File: src/rtl/program_counter.sv
// program_counter
//   Instruction-address register for the fetch stage of a 4-lane SIMD array
//   processor. Each rising edge it resets, loads a jump target, advances, or
//   holds. In vector mode it advances every cycle. In scalar (lane-serial)
//   mode it advances only when the lane offset equals LAST_LANE, so a single
//   instruction occupies all four lane slots.
//
// Ports
//   clk          in   system clock, rising-edge
//   reset        in   synchronous, active-high reset (wins over everything)
//   vector       in   1 = advance every cycle, 0 = advance on last lane only
//   offset       in   current lane index (ignored when vector = 1)
//   jump_enable  in   1 = load jump_address on this edge (any mode/offset)
//   jump_address in   absolute jump target
//   address      out  current program counter, straight from the register
module program_counter #(
    parameter int unsigned          ADDR_WIDTH = 8,
    parameter logic [ADDR_WIDTH-1:0] RESET_ADDR = '0,
    parameter logic [1:0]           LAST_LANE  = 2'b11
) (
    input  logic                  clk,
    input  logic                  reset,
    input  logic                  vector,
    input  logic [1:0]            offset,
    input  logic                  jump_enable,
    input  logic [ADDR_WIDTH-1:0] jump_address,
    output logic [ADDR_WIDTH-1:0] address
);

    logic [ADDR_WIDTH-1:0] address_q;
    logic [ADDR_WIDTH-1:0] address_d;
    logic                  advance;

    // Scalar mode steps only once the final lane of the instruction issues.
    assign advance = vector || (offset == LAST_LANE);

    // Reset is folded into the registered block; jump beats stepping here.
    always_comb begin
        address_d = address_q;
        if (jump_enable) begin
            address_d = jump_address;
        end else if (advance) begin
            // Modulo 2^ADDR_WIDTH wrap, no carry flag.
            address_d = address_q + ADDR_WIDTH'(1);
        end
    end

    always_ff @(posedge clk) begin
        if (reset) begin
            address_q <= RESET_ADDR;
        end else begin
            address_q <= address_d;
        end
    end

    assign address = address_q;

endmodule

File: config.mk
export PLATFORM = sky130hd
export DESIGN_NAME = program_counter
export DESIGN_NICKNAME = d
export VERILOG_FILES = /design/src/rtl/program_counter.sv
export SDC_FILE = /design/constraint.sdc
export NUM_CORES = 1
export LEC_CHECK = 0
export BUFFER_PORTS_ARGS = -buffer_cell sky130_fd_sc_hd__buf_2
export CORE_MARGIN = 2
export CORE_UTILIZATION = 25
export CTS_BUF_LIST = sky130_fd_sc_hd__clkbuf_2 sky130_fd_sc_hd__clkbuf_4 sky130_fd_sc_hd__clkbuf_8
export DETAILED_ROUTE_END_ITERATION = 6
export SETUP_SLACK_MARGIN = 0.4
export SYNTH_ARGS = -nofsm -noshare
export SYNTH_HDL_FRONTEND = slang
export SYNTH_SLANG_ARGS = --single-unit
File: constraint.sdc
create_clock -name clk -period 1.5 [get_ports clk]
set_input_delay 0.075 -clock clk [delete_from_list [all_inputs] [get_ports clk]]
set_output_delay 0.075 -clock clk [all_outputs]
set_load 0.05 [all_outputs]
# After elaboration in Yosys (flattened, before gate mapping)
# Index checks and enable logic that the tools add are counted.
# totals
regBits	8
input_bits	14
wordCells	7
# classes
addsub	1
n_eq_ne	1
n_mux	2
n_reduce_logical	2
# ops
op	n
2-to-1 mux 8 bit	2
adder 8 x 1 -> 8 bit (second input constant)	1
== test 2 bit (second input constant)	1
nonzero test 2 bit	1
logical OR 1 bit	1

# Logic depth before layout (Yosys ltp)
# logic_depth
ltp_word	4
ltp_mapped	4

# Worst setup path after synthesis
# Ideal clock, no wire load.
# synth_timing
kind	flip-flop to flip-flop
from	reg address_q[0], in the netlist address[0]
to	reg address_q[6], in the netlist address[6]
setup_ns	0.091
t_arrival_ns	1.699
t_required_ns	1.409
setup_slack_ns	-0.290
path_stages_with_launch	5
n_path_buf	0
path_cell_list	dfxtp_1 > ha_1 > nand2_1 > or4_1 > a311oi_1
# synth_between
elab_chain_cells	3
# synth_rtl
element	line	source
start: declaration	30	logic [ADDR_WIDTH-1:0] address_q;
start signal: assignment	52	address_q <= address_d;
adder 8 x 1 -> 8 bit	44	address_d = address_q + ADDR_WIDTH'(1);
2-to-1 mux 8 bit	42	end else if (advance) begin
2-to-1 mux 8 bit	40	if (jump_enable) begin
# No other way between the ends. The select of a mux whose other input is x is not followed.
# A chain may end at the register's enable or synchronous reset.

# Worst setup path in the final report
# layout_timing
from	reg address_q[1], in the netlist address[1]
to	reg address_q[6], in the netlist address[6]
# Same word-level chain as after synthesis.

==> summary.txt <==
Floorplan
  • Die W: 46.9 um
  • Boundary pin count: 22
  • Die Area: 2200 um2
  • Row cnt: 15
  • Chip Height: 46.9 um
  • Initial Util: 0.266
  • Core ar.: 1730 um2

STA
  • Part of the cycle the worst path needs: 0.838
  • Skew final: 0.00296 ns
  • Final setup viols: 0
  • Final hold violation count: 0
  • Setup TNS: 0 ns
  • RSZ-0062 raised after global routing: true
  • Min cycle time layout: about 1.3 ns
  • Slew margin rel.: 0.633
  • Worst slew pin tran: 0.550 ns
  • Fin. max-slew vios: 0
  • Fmax: 796 MHz

Synth
  • Synth unique cells: 26
  • Async SR Flop Fraction: 0
  • Avg Cell Area, Syn: ~8.2 um2
  • Synthesis Warnings: 0
  • Mapped cell area: approximately 460 um2
  • Predominant post-synthesis flop cell: dfxtp_1
  • Sequential-to-total area share from yosys stat: 0.349
  • Register bit total from synthesis: 8
  • EDFF count, synth: 0
  • Syn nets: 71
  • Synthesized instance count: 56

Clock network
  • Clk buf depth: 2
  • Clk sinks: 8
  • # hold bufs at CTS: 0
  • CTS tree: yes
  • Clk slew on worst S/H paths: 0.06 ns
  • Root Buffer: clkbuf_4
  • Insertion delay to the later sink of the worst-skew pair: 0.26 ns
  • CTS buffer count: 3
  • H-tree depth: 1

Placement
  • Detail Placement HPWL: 896 um
  • GP Congestion: 0.711
  • PortBufs: 21

Finish
  • Most frequent cells in the layout: buf_2 (21), dfxtp_4 (8), nor2_1 (6)
  • Area growth, synth to finish: 51.5%
  • Leading cell type in the layout, fill and taps excluded: buf_2
  • Largest register FFs: 8
  • Layout cells sized above 1: 0.531
  • Ant. Diodes: 0
  • Final net count: 98

Power
  • Share of power burned in combinational logic: 0.294
  • Design Power: 0.592 mW
  • Switch share: 0.349
  • Maximum VDD drop: 0.251 mV
  • Clk pwr share: 0.283
  • Reg power frac: 0.423
  • Pwr/cell area: between 800 and 900 nW/um2
  • Pint: ~0.39 mW
  • Leak pwr: between 0.2 and 0.3 nW
  • Sw power: just over 0.2 mW

Setup path
  • R2r startpoint: address[1]$_SDFFE_PP0P_
  • Number of cells on the worst reg-to-reg path: 4
  • CP Launch Type: register
  • Crit Path Max Fanout: 3
  • RR Endpoint: address[6]$_SDFFE_PP0P_
  • WP data required: 1.66 ns
  • CP Capture Type: register
  • Setup CP Type: register to register
  • Flop2flop setup slack: between 0.2 and 0.25 ns
  • CP arrival: 1.41 ns

Min path
  • WHS Endpoint: address[0]$_SDFFE_PP0P_
  • Hold Crit Start: jump_address[0]
  • Worst Hold Class: primary input to register
  • Hold path depth: 3

Drt
  • Avg WL per Cell: 11.6 um
  • First-pass DRT Iterations: 4
  • Routed Antenna Nets: 0
  • Initial DRC count: 11
  • Routed WL: 1.23 mm
  • Drc violations: 0
  • Vias per cell: 4.97
  • Via count: roughly 530

Global routing
  • Initial antenna violation count: 0
  • Grt ovf: 0
  • Vias in the first global route: between 400 and 500
  • Largest net degree at the start of global routing: 11
  • All-Layer GR Usage: 0.123
  • Global-route wire length before repair: 1.88 mm

Run status
  • Status: finished clean

Flow run
  • Max Cap Viol: 0
worst max-delay path by stage:
stage	start	end	slack (ns)	depth (start not counted)
after global placement	offset[0]	address[6]$_SDFFE_PP0P_	0.24	5
final	address[1]$_SDFFE_PP0P_	address[6]$_SDFFE_PP0P_	0.24	4
after global routing	address[1]$_SDFFE_PP0P_	address[6]$_SDFFE_PP0P_	0.18	4
after detailed placement	offset[0]	address[6]$_SDFFE_PP0P_	0.18	5
after CTS	address[1]$_SDFFE_PP0P_	address[4]$_SDFFE_PP0P_	0.23	4
after floorplan	address[0]$_SDFFE_PP0P_	address[6]$_SDFFE_PP0P_	0.17	4
Yosys cell counts (2+ instances only):
| cell | instances | share of area |
|---|---|---|
| a21oi_1 | 2 | 0.022 |
| a311oi_1 | 4 | 0.076 |
| dfxtp_1 | 8 | 0.35 |
| inv_1 | 3 | 0.025 |
| nand2_1 | 4 | 0.033 |
| nand3_1 | 3 | 0.033 |
| nor2_1 | 6 | 0.049 |
| o21ai_0 | 3 | 0.033 |
| o31ai_1 | 2 | 0.033 |
| or3_1 | 3 | 0.041 |
| or4_1 | 3 | 0.049 |
repair_timing:
item / CTS / global route
buffers inserted: 2 / 0
endpoints found under the setup margin: 6 / 7
hold endpoints to repair: 0 / 0
gates resized for setup: 1 / 2
pin swaps: 2 / 1
layer usage:
metal	vias to the layer above	track usage	part of all wire
met5	-	0	0
met4	0	0.0833	0.030
met3	5	0.0346	0.068
met2	22	0.159	0.39
met1	236	0.174	0.51
li1	264	-	-
kinds of logic after synthesis:
family / Yosys count / share of synthesized area
fa+ha+maj: 1 / 0.0272
xor+xnor: 1 / 0.0191
compound gates: 17 / 0.270
simple gates: 21 / 0.232
mux: 1 / 0.0245
flops: 8 / 0.349
buf+inv: 7 / 0.0790
worst max-delay path, cell delays in order (launching register included):
cell and delay [ns]:
dfxtp_4 0.37, ha_4 0.14, nand2_2 0.05, or4_1 0.39
a311oi_1 0.21
stage by stage:
stage	instance area, um2	setup slack [ns]	instances	hold slack [ns]	util
CTS	686	0.232	106	0.0545	0.397
detailed placement	642	0.183	101	0.328	0.372
finish	696	0.243	106	0.0609	0.403
global placement	642	0.235	101	0.326	0.372
global route	696	0.180	106	0.0721	0.403
floorplan	512	0.169	56	0.217	-
power by group through the flow:
stage	registers [mW]	clock network, mW	logic, mW
after floorplan	0.311	0	0.0572
after global placement	0.256	0	0.157
after detailed placement	0.257	0	0.157
after CTS	0.250	0.178	0.169
after global routing	0.253	0.190	0.188
final	0.251	0.167	0.174
area by class of cell:
type | count | area (um2)
Clock buffer | 3 | 22.5
Multi-Input combinational cell | 41 | 302
Fill cell | 192 | 1030
Sequential cell | 8 | 190
Inverter | 4 | 15.0
Tap cell | 25 | 31.3
Timing Repair Buffer | 25 | 135
Power figures use the tool's default switching activity.
